[src/rtl/lsb_queue.sv]
// In-order load/store buffer: CDB wake-up, commit-gated stores, flush recovery.
// Latency: a dispatched ready load drives mem_req one cycle after it reaches the head; its result appears the cycle after mem_ack.
// Backpressure: full stops dispatch unless a pop in the same cycle frees a slot; mem_* are held until mem_ack.
// Ports: disp_* dispatch in; cdb_* operand broadcast in; commit_* store release in;
//   flush mispredict recovery in; mem_* memory request out, mem_ack/mem_rdata in;
//   res_* result/store-ready pulse out to ROB; full out.
module lsb_queue #(
  parameter int DEPTH_LOG = 3,
  parameter int TAG_W     = 5,
  parameter int DATA_W    = 32
) (
  input  logic              clk,
  input  logic              rst,
  input  logic              disp_valid,
  input  logic [3:0]        disp_op,
  input  logic [TAG_W-1:0]  disp_q1,
  input  logic [TAG_W-1:0]  disp_q2,
  input  logic [DATA_W-1:0] disp_v1,
  input  logic [DATA_W-1:0] disp_v2,
  input  logic [DATA_W-1:0] disp_imm,
  input  logic [TAG_W-1:0]  disp_tag,
  output logic              full,
  input  logic              cdb_valid,
  input  logic [TAG_W-1:0]  cdb_tag,
  input  logic [DATA_W-1:0] cdb_data,
  input  logic              commit_valid,
  input  logic [TAG_W-1:0]  commit_tag,
  input  logic              flush,
  output logic              mem_req,
  output logic              mem_we,
  output logic [1:0]        mem_size,
  output logic [DATA_W-1:0] mem_addr,
  output logic [DATA_W-1:0] mem_wdata,
  input  logic              mem_ack,
  input  logic [DATA_W-1:0] mem_rdata,
  output logic              res_valid,
  output logic [TAG_W-1:0]  res_tag,
  output logic [DATA_W-1:0] res_data
);
  localparam int DEPTH = 1 << DEPTH_LOG;

  typedef enum logic [2:0] {S_IDLE, S_LD_WAIT, S_ST_COMMIT, S_ST_WAIT, S_DRAIN} state_t;

  state_t               state_q;
  logic [DEPTH_LOG-1:0] head_q, tail_q, head_d, tail_d;
  logic [DEPTH_LOG:0]   count_q, count_d;
  logic                 full_q;
  logic [DEPTH-1:0]     vld_q;
  logic [3:0]           op_q  [DEPTH];
  logic [TAG_W-1:0]     q1_q  [DEPTH];
  logic [TAG_W-1:0]     q2_q  [DEPTH];
  logic [TAG_W-1:0]     tag_q [DEPTH];
  logic [DATA_W-1:0]    v1_q  [DEPTH];
  logic [DATA_W-1:0]    v2_q  [DEPTH];
  logic [DATA_W-1:0]    imm_q [DEPTH];

  logic                 mem_req_q, mem_we_q, res_valid_q;
  logic [1:0]           mem_size_q;
  logic [DATA_W-1:0]    mem_addr_q, mem_wdata_q, res_data_q;
  logic [TAG_W-1:0]     res_tag_q;

  logic                 has_head, cdb_hit, commit_hit, pop, keep, accept;
  logic [DATA_W-1:0]    ld_ext;

  assign full      = full_q;
  assign mem_req   = mem_req_q;
  assign mem_we    = mem_we_q;
  assign mem_size  = mem_size_q;
  assign mem_addr  = mem_addr_q;
  assign mem_wdata = mem_wdata_q;
  assign res_valid = res_valid_q;
  assign res_tag   = res_tag_q;
  assign res_data  = res_data_q;

  assign has_head   = (count_q != '0);
  assign cdb_hit    = cdb_valid && (cdb_tag != '0);
  assign commit_hit = commit_valid && (commit_tag == tag_q[head_q]);
  // A load acked in the flush cycle is dropped without popping; the flush clears it.
  assign pop    = mem_ack && ((state_q == S_ST_WAIT) || (state_q == S_LD_WAIT && !flush));
  // Stores already released to memory survive a flush.
  assign keep   = flush && ((state_q == S_ST_WAIT) || (state_q == S_ST_COMMIT && commit_hit));
  // Pop frees a slot in the same cycle, so a full buffer can still accept.
  assign accept = disp_valid && !flush && (!full_q || pop);

  always_comb begin
    head_d  = head_q;
    tail_d  = tail_q;
    count_d = count_q;
    if (flush) begin
      tail_d  = keep ? head_q + 1'b1 : head_q;
      count_d = {{DEPTH_LOG{1'b0}}, keep};
    end
    if (accept) begin
      tail_d  = tail_q + 1'b1;
      count_d = count_d + 1'b1;
    end
    if (pop) begin
      head_d  = head_q + 1'b1;
      count_d = count_d - 1'b1;
    end
  end

  // Raw memory data extended by the head op (op[2] selects zero-extension).
  always_comb begin
    case (op_q[head_q][1:0])
      2'd0:    ld_ext = op_q[head_q][2] ? {{(DATA_W-8){1'b0}}, mem_rdata[7:0]}
                                        : {{(DATA_W-8){mem_rdata[7]}}, mem_rdata[7:0]};
      2'd1:    ld_ext = op_q[head_q][2] ? {{(DATA_W-16){1'b0}}, mem_rdata[15:0]}
                                        : {{(DATA_W-16){mem_rdata[15]}}, mem_rdata[15:0]};
      default: ld_ext = mem_rdata;
    endcase
  end

  always_ff @(posedge clk) begin
    if (rst) begin
      state_q     <= S_IDLE;
      head_q      <= '0;
      tail_q      <= '0;
      count_q     <= '0;
      full_q      <= 1'b0;
      vld_q       <= '0;
      mem_req_q   <= 1'b0;
      mem_we_q    <= 1'b0;
      mem_size_q  <= 2'd0;
      mem_addr_q  <= '0;
      mem_wdata_q <= '0;
      res_valid_q <= 1'b0;
      res_tag_q   <= '0;
      res_data_q  <= '0;
      for (int i = 0; i < DEPTH; i++) begin
        op_q[i] <= '0; q1_q[i] <= '0; q2_q[i] <= '0; tag_q[i] <= '0;
        v1_q[i] <= '0; v2_q[i] <= '0; imm_q[i] <= '0;
      end
    end else begin
      head_q      <= head_d;
      tail_q      <= tail_d;
      count_q     <= count_d;
      full_q      <= (count_d == (DEPTH_LOG+1)'(DEPTH));
      res_valid_q <= 1'b0;

      // CDB wake-up of waiting operands.
      for (int i = 0; i < DEPTH; i++) begin
        if (vld_q[i] && cdb_hit) begin
          if (q1_q[i] == cdb_tag) begin q1_q[i] <= '0; v1_q[i] <= cdb_data; end
          if (q2_q[i] == cdb_tag) begin q2_q[i] <= '0; v2_q[i] <= cdb_data; end
        end
      end
      if (flush) begin
        for (int i = 0; i < DEPTH; i++)
          if (!(keep && (DEPTH_LOG'(i) == head_q))) vld_q[i] <= 1'b0;
      end
      if (pop) vld_q[head_q] <= 1'b0;
      // Dispatch comes last so it wins when it reuses the slot being popped.
      if (accept) begin
        vld_q[tail_q] <= 1'b1;
        op_q[tail_q]  <= disp_op;
        tag_q[tail_q] <= disp_tag;
        imm_q[tail_q] <= disp_imm;
        if (cdb_hit && disp_q1 == cdb_tag) begin q1_q[tail_q] <= '0; v1_q[tail_q] <= cdb_data; end
        else begin q1_q[tail_q] <= disp_q1; v1_q[tail_q] <= disp_v1; end
        if (cdb_hit && disp_q2 == cdb_tag) begin q2_q[tail_q] <= '0; v2_q[tail_q] <= cdb_data; end
        else begin q2_q[tail_q] <= disp_q2; v2_q[tail_q] <= disp_v2; end
      end

      case (state_q)
        S_IDLE: begin
          if (!flush && has_head) begin
            if (!op_q[head_q][3]) begin
              if (q1_q[head_q] == '0) begin
                mem_req_q  <= 1'b1;
                mem_we_q   <= 1'b0;
                mem_size_q <= op_q[head_q][1:0];
                mem_addr_q <= v1_q[head_q] + imm_q[head_q];
                state_q    <= S_LD_WAIT;
              end
            end else if (q1_q[head_q] == '0 && q2_q[head_q] == '0) begin
              res_valid_q <= 1'b1;
              res_tag_q   <= tag_q[head_q];
              res_data_q  <= '0;
              state_q     <= S_ST_COMMIT;
            end
          end
        end
        S_LD_WAIT: begin
          if (mem_ack) begin
            mem_req_q <= 1'b0;
            if (!flush) begin
              res_valid_q <= 1'b1;
              res_tag_q   <= tag_q[head_q];
              res_data_q  <= ld_ext;
            end
            state_q <= S_IDLE;
          end else if (flush) begin
            state_q <= S_DRAIN;
          end
        end
        S_ST_COMMIT: begin
          if (commit_hit) begin
            mem_req_q   <= 1'b1;
            mem_we_q    <= 1'b1;
            mem_size_q  <= op_q[head_q][1:0];
            mem_addr_q  <= v1_q[head_q] + imm_q[head_q];
            mem_wdata_q <= v2_q[head_q];
            state_q     <= S_ST_WAIT;
          end else if (flush) begin
            state_q <= S_IDLE;
          end
        end
        S_ST_WAIT: begin
          if (mem_ack) begin
            mem_req_q <= 1'b0;
            mem_we_q  <= 1'b0;
            state_q   <= S_IDLE;
          end
        end
        S_DRAIN: begin
          if (mem_ack) begin
            mem_req_q <= 1'b0;
            state_q   <= S_IDLE;
          end
        end
        default: state_q <= S_IDLE;
      endcase
    end
  end
endmodule

[config.mk]
export PLATFORM = sky130hd
export DESIGN_NAME = lsb_queue
export DESIGN_NICKNAME = d
export VERILOG_FILES = /design/src/rtl/lsb_queue.sv
export SDC_FILE = /design/constraint.sdc
export NUM_CORES = 2
export LEC_CHECK = 0
export CORE_ASPECT_RATIO = 1.1
export CORE_UTILIZATION = 50
export DETAILED_ROUTE_END_ITERATION = 6
export DONT_BUFFER_PORTS = 1
export PLACE_DENSITY_LB_ADDON = 0.1
export SLEW_MARGIN = 20
export SYNTH_ARGS = -nofsm -noshare
export SYNTH_HDL_FRONTEND = slang
export SYNTH_SLANG_ARGS = --single-unit
[constraint.sdc]
create_clock -name clk -period 9.4 [get_ports clk]
set_input_delay 2.82 -clock clk [delete_from_list [all_inputs] [get_ports clk]]
set_output_delay 2.82 -clock clk [all_outputs]
set_load 0.02 [all_outputs]
## Yosys cells after proc, flatten, opt, wreduce, memory -nomap -nowiden

Memories as Yosys holds them, arrays and structs flattened. A register that Yosys moved wholly into a read port is not among the register bits.
Cells that the tools add are included.

- Memories kept: 7
- Logic and storage cells: 389
- Bits in writable memories: 920
- Bits in registers: 96

Memories:

| memory | depth | bits a word | read ports | clocked after Yosys merged registers in | write ports | line | RTL |
|---|---|---|---|---|---|---|---|
| imm_q | 8 | 32 | 1 | 1 | 8 | 55 | `logic [DATA_W-1:0] imm_q [DEPTH];` |
| v1_q | 8 | 32 | 1 | 1 | 9 | 53 | `logic [DATA_W-1:0] v1_q [DEPTH];` |
| v2_q | 8 | 32 | 1 | 1 | 9 | 54 | `logic [DATA_W-1:0] v2_q [DEPTH];` |
| q1_q | 8 | 5 | 9 | 1 | 9 | 50 | `logic [TAG_W-1:0] q1_q [DEPTH];` |
| q2_q | 8 | 5 | 9 | 1 | 9 | 51 | `logic [TAG_W-1:0] q2_q [DEPTH];` |
| tag_q | 8 | 5 | 1 | 1 | 8 | 52 | `logic [TAG_W-1:0] tag_q [DEPTH];` |
| 1 more memories | - | - | - | - | - | - |  |

- Bitwise gates (word level): 39
- Equal/unequal tests: 47
- Add/subtract/negate cells: 5
- Order comparisons: 4
- Mux-type cells: 216
- Reductions and logical operators: 58

Operator list:

| kind | count |
|---|---|
| $mux 32 | 30 |
| $pmux 32 s2 | 3 |
| $mux 5 | 24 |
| $mux 1 | 111 |
| $eq 5x5->1 | 19 |
| $mux 3 | 27 |
| $mux 8 | 5 |
| $or 1x1->1 | 36 |
| $add 32x32->32 | 1 |
| $reduce_or 32->1 | 1 |
| $logic_and 1x1->1 | 30 |
| $reduce_and 6->1 | 4 |
| $ne 2x2->1 const B | 9 |
| $mux 4 | 4 |
| $eq 3x3->1 const A | 4 |
| $ne 3x3->1 const B | 4 |
| $pmux 3 s4 | 1 |
| $logic_not 5->1 | 2 |
| $pmux 5 s2 | 1 |
| $and 8x8->8 | 1 |
| $lt 3x4->1 const B | 2 |
| $mux 2 | 4 |
| $not 8->8 | 1 |
| $or 8x8->8 | 1 |
| other kinds (30) | 44 |

## Logic depth before layout (Yosys ltp)

- Depth in word-level cells: 14
- Gate-level depth with buffers: 20

## Worst setup path before layout

No wires, ideal clock.

- Kind: in2reg
- Start point: input cdb_tag[1]
- End point: memory q1_q[6][0] (enable)
- Cell stages on the path: 6
- Arrival time: 7.880 ns
- Setup time: 0.534 ns
- Setup slack: 0.985 ns
- Buffers on the path: 2
- Cells stage by stage: clkbuf_1 or4_1 o21a_1 clkbuf_1 nand2_1 o41ai_1

RTL lines:

| item | line | RTL |
|---|---|---|
| from (decl) | 24 | `input logic [TAG_W-1:0] cdb_tag,` |
| to (decl) | 50 |  |

==> impl_metrics.xml <==
<?xml version="1.0" encoding="UTF-8"?>
<metrics>
  <group name="floorplan">
    <metric name="initial_utilization" unit="">0.504</metric>
    <metric name="placement_rows" unit="">122</metric>
    <metric name="floorplan.die.width" unit="um">305</metric>
    <metric name="io-pin-count" unit="">303</metric>
    <metric name="design.die.area" unit="sq um">103000</metric>
    <metric name="chipHeight" unit="um">336</metric>
    <metric name="core_area" unit="sq um">100000</metric>
  </group>
  <group name="power">
    <metric name="power.switching" unit="W">0.00233</metric>
    <metric name="cellInternalPower" unit="W">0.00812</metric>
    <metric name="swShare" unit="">0.223</metric>
    <metric name="seq_power_share" unit="">0.511</metric>
    <metric name="p_comb_frac" unit="">0.058</metric>
    <metric name="maximum_vdd_drop" unit="mV">0.165</metric>
    <metric name="p_leak" unit="nW">19.1</metric>
    <metric name="clock_power_frac" unit="">0.431</metric>
    <metric name="power.density_cell_area" unit="nW/um^2">189</metric>
  </group>
  <group name="cts">
    <metric name="ctsHoldBuffers" unit="">0</metric>
    <metric name="ctsHtreeMaxLevel" unit="">3</metric>
    <metric name="cts_root_buffer" unit="">sky130_fd_sc_hd__clkbuf_16</metric>
    <metric name="cts-root-to-sink-buffers" unit="">3</metric>
    <metric name="clock-sinks" unit="">1051</metric>
    <metric name="post-cts-setup-buffer-count" unit="">0</metric>
    <metric name="clock_tree_from_tritoncts" unit="">yes</metric>
    <metric name="number_of_buffers_added_by_the_clock_tree_synthesis_step" unit="">110</metric>
    <metric name="clkTransAtPathRegs" unit="ns">0.06</metric>
    <metric name="ctsResizeCount" unit="">0</metric>
    <metric name="worstSkewPairLatency" unit="ns">0.70</metric>
  </group>
  <group name="timing">
    <metric name="timing.slew.headroom" unit="">0.264</metric>
    <metric name="slew_viol_final" unit="">0</metric>
    <metric name="finClkSkew" unit="ns">0.0326</metric>
    <metric name="hold_violations" unit="">0</metric>
    <metric name="setup_viol" unit="">0</metric>
    <metric name="fin_crit_sh" unit="">0.590</metric>
    <metric name="finalWorstPathRequiredPeriod" unit="ns">5.55</metric>
    <metric name="setup_tns" unit="ns">0</metric>
    <metric name="worst_pin_slew" unit="ns">1.10</metric>
    <metric name="rsz0062_at_grt" unit="">no</metric>
    <metric name="max_freq" unit="MHz">180</metric>
  </group>
  <group name="detailed_routing">
    <metric name="remaining_drc_errors" unit="">0</metric>
    <metric name="vias" unit="">32000</metric>
    <metric name="routed_via_density" unit="">6.37</metric>
    <metric name="totalWireLength" unit="mm">145</metric>
    <metric name="drt_pass1_iterations" unit="">6</metric>
    <metric name="post_drt_wl_per_cell" unit="um">28.8</metric>
    <metric name="number_of_design_rule_violations_left_by_the_first_detailed_router_iteration" unit="">2837</metric>
    <metric name="drt.antenna.violating_nets" unit="">0</metric>
  </group>
  <group name="yosys">
    <metric name="synthDominantCellAreaShare" unit="">0.545</metric>
    <metric name="yosys_warnings" unit="">0</metric>
    <metric name="postSynth.topFlopCell" unit="">sky130_fd_sc_hd__edfxtp_1</metric>
    <metric name="ys_top_cells_by_area" unit="">sky130_fd_sc_hd__edfxtp_1 (55%), sky130_fd_sc_hd__mux4_2 (9.1%), sky130_fd_sc_hd__a22o_1 (6.7%), sky130_fd_sc_hd__dfxtp_1 (5.2%), sky130_fd_sc_hd__and2_1 (4.1%)</metric>
    <metric name="post_synth.cell_area_avg" unit="sq um">13.3</metric>
    <metric name="cell_count_after_synthesis" unit="">3818</metric>
    <metric name="net_count_after_synthesis" unit="">4055</metric>
    <metric name="yosysSeqAreaShare" unit="">0.597</metric>
    <metric name="postSynth.asyncResetShare" unit="">0</metric>
    <metric name="yosys.area.top_type" unit="">sky130_fd_sc_hd__edfxtp_1</metric>
    <metric name="synth.distinct_cells" unit="">75</metric>
    <metric name="syn-cell-area" unit="sq um">50700</metric>
    <metric name="synth_seq_cells" unit="">1051</metric>
    <metric name="synth-edff-count" unit="">920</metric>
  </group>
  <group name="placed_design">
    <metric name="portBuffers" unit="">0</metric>
    <metric name="standard_cell_area_after_detailed_placement" unit="sq um">51400</metric>
    <metric name="detailed_place_hpwl" unit="mm">89.7</metric>
    <metric name="globalplace.congestion" unit="">0.873</metric>
  </group>
  <group name="finish">
    <metric name="finish.net_count" unit="">3861</metric>
    <metric name="layout_common_cells" unit="">sky130_fd_sc_hd__edfxtp_1 (920), sky130_fd_sc_hd__a22o_1 (388), sky130_fd_sc_hd__and2_1 (332), sky130_fd_sc_hd__nand2_1 (285), sky130_fd_sc_hd__nor2_1 (281)</metric>
    <metric name="multi_input_area" unit="sq um">18900</metric>
    <metric name="fin_area" unit="sq um">55200</metric>
    <metric name="drive_gt1_frac" unit="">0.159</metric>
    <metric name="most_common_library_cell_in_the_layout_ignoring_fill_and_taps" unit="">sky130_fd_sc_hd__edfxtp_1</metric>
    <metric name="filler_cell_count" unit="">8223</metric>
    <metric name="diodes" unit="">0</metric>
    <metric name="signed_area_change_from_the_synthesized_netlist_to_the_final_layout" unit="%">8.97</metric>
    <metric name="register_cell_area_after_layout" unit="sq um">30300</metric>
    <metric name="utilization" unit="">0.550</metric>
  </group>
  <group name="worst_setup_path">
    <metric name="critPathLaunchType" unit="">flip-flop</metric>
    <metric name="crit_path_end_kind" unit="">flip-flop</metric>
    <metric name="arrival" unit="ns">6.17</metric>
    <metric name="crit_fanout" unit="">98</metric>
    <metric name="crit_type" unit="">flip-flop to flip-flop</metric>
    <metric name="cp_data_required_time" unit="ns">10.02</metric>
    <metric name="reg_to_reg_setup_timing_slack" unit="ns">3.85</metric>
  </group>
  <group name="min_path">
    <metric name="kind_of_path_behind_the_tightest_hold_check" unit="">flip-flop to flip-flop</metric>
  </group>
  <group name="job">
    <metric name="drv_cap" unit="">0</metric>
  </group>
  <group name="status">
    <metric name="status" unit="">finished, final reports clean</metric>
  </group>
  <group name="grt">
    <metric name="globalRouteOverflowTotal" unit="">0</metric>
    <metric name="grt_start_max_net_pins" unit="">144</metric>
    <metric name="grt_first_pass_wirelength" unit="mm">212</metric>
    <metric name="first_global_vias" unit="">32776</metric>
    <metric name="number_of_antenna_violations_at_the_first_check_in_global_routing" unit="">1</metric>
    <metric name="grt_usage" unit="">0.280</metric>
  </group>
</metrics>
[layer usage]
metal	GRT usage	part of all wire
met3	0.0587	0.083
met2	0.482	0.50
met5	0	0.00014
met1	0.357	0.40
met4	0.0823	0.023
[per-stage QoR]
| step | hold slack (ns) | total power, W | cells | setup slack, ns |
|---|---|---|---|---|
| floorplan | 0.472 | 0.00590 | 3818 | 0.985 |
| global placement | 0.510 | 0.00602 | 4812 | 3.08 |
| detailed placement | 0.529 | 0.00605 | 4812 | 2.95 |
| CTS | 0.538 | 0.0105 | 5021 | 3.68 |
| global route | 0.579 | 0.0107 | 5023 | 3.48 |
| finish | 0.543 | 0.0105 | 5023 | 3.85 |
[critical path: stages (launching register included)]
cell and delay [ns]:
sky130_fd_sc_hd__dfxtp_4 0.71, sky130_fd_sc_hd__buf_12 0.52, sky130_fd_sc_hd__mux4_2 0.39, sky130_fd_sc_hd__mux2_2 0.22, sky130_fd_sc_hd__ha_1 0.24, sky130_fd_sc_hd__inv_1 0.08
sky130_fd_sc_hd__fa_1 0.46, sky130_fd_sc_hd__nand2b_1 0.19, sky130_fd_sc_hd__a21oi_1 0.27, sky130_fd_sc_hd__o211ai_1 0.22, sky130_fd_sc_hd__o21ai_0 0.68, sky130_fd_sc_hd__a31oi_1 0.29
sky130_fd_sc_hd__o31a_1 0.39, sky130_fd_sc_hd__a21oi_1 0.18, sky130_fd_sc_hd__xor2_1 0.21, sky130_fd_sc_hd__a22o_1 0.14
[area by class of cell]
cell class                      count  area share
Inverter                           23     0.00159
Timing Repair Buffer               66     0.00993
Tap cell                         1302      0.0295
Multi-Input combinational cell   2372       0.343
Clock buffer                      155      0.0572
Clock inverter                     54      0.0109
Sequential cell                  1051       0.548
[cells in the mapped netlist (14+ instances only)]
| cell | number |
|---|---|
| sky130_fd_sc_hd__a22o_1 | 388 |
| sky130_fd_sc_hd__edfxtp_1 | 920 |
| sky130_fd_sc_hd__mux2i_1 | 49 |
| sky130_fd_sc_hd__and2_1 | 332 |
| sky130_fd_sc_hd__buf_4 | 29 |
| sky130_fd_sc_hd__a211oi_1 | 14 |
| sky130_fd_sc_hd__nand3_1 | 21 |
| sky130_fd_sc_hd__dfxtp_1 | 131 |
| sky130_fd_sc_hd__a21oi_1 | 76 |
| sky130_fd_sc_hd__clkbuf_2 | 32 |
| sky130_fd_sc_hd__buf_1 | 30 |
| sky130_fd_sc_hd__xor2_1 | 87 |
| sky130_fd_sc_hd__clkbuf_1 | 261 |
| sky130_fd_sc_hd__nand4_1 | 23 |
| sky130_fd_sc_hd__a21o_1 | 22 |
| sky130_fd_sc_hd__o21ai_0 | 163 |
| sky130_fd_sc_hd__inv_1 | 22 |
| sky130_fd_sc_hd__mux4_2 | 205 |
| sky130_fd_sc_hd__nor3_1 | 44 |
| sky130_fd_sc_hd__ha_1 | 40 |
| sky130_fd_sc_hd__mux2_2 | 65 |
| sky130_fd_sc_hd__a311oi_1 | 34 |
| sky130_fd_sc_hd__or3_1 | 18 |
| sky130_fd_sc_hd__xnor2_1 | 46 |
| sky130_fd_sc_hd__nand2_1 | 297 |
| sky130_fd_sc_hd__nor2_1 | 301 |
[kinds of logic (layout without fill, tap and decap cells)]
logic type                 count (synthesis)  count (layout)  share of synthesized area
adders and majority gates                 41              41                     0.0103
DFF                                     1051            1051                      0.597
AOI/OAI and AO/OA                        774             774                      0.114
buffers and inverters                    395             298                     0.0343
and+or+nand+nor                         1105            1105                      0.106
xor gates and xnor gates                 133             133                     0.0230
muxes                                    319             319                      0.115
[power by group through the flow]
stage | Sequential, W | Clock (W) | Combinational (W)
finish | 0.00534 | 0.00450 | 0.000610
global route | 0.00535 | 0.00473 | 0.000657
CTS | 0.00534 | 0.00455 | 0.000612
detailed placement | 0.00544 | 0 | 0.000609
global placement | 0.00542 | 0 | 0.000597
floorplan | 0.00541 | 0 | 0.000492
[final timing paths]
path | from | to | cells after the start
setup / recovery | flip-flop | mem_addr[30] | 15
hold / removal | vld_q[2] | vld_q[2] | 2
setup reg to reg | flip-flop | mem_addr[30] | 15
hold reg to reg | vld_q[2] | vld_q[2] | 2
[registers in the layout, summed over array words and instances, names as in the netlist, 2 cells and up, named ones only]
register and cells:
imm_q 256, res_tag 5, res_data 32, tag_q 40, mem_size 2, v1_q 256, head_q 3, vld_q 8
q2_q 40, count_q 4, tail_q 3, state_q 3, q1_q 40, mem_addr 32, op_q 32, v2_q 256
mem_wdata 32
(Power assumes the default switching activity.)
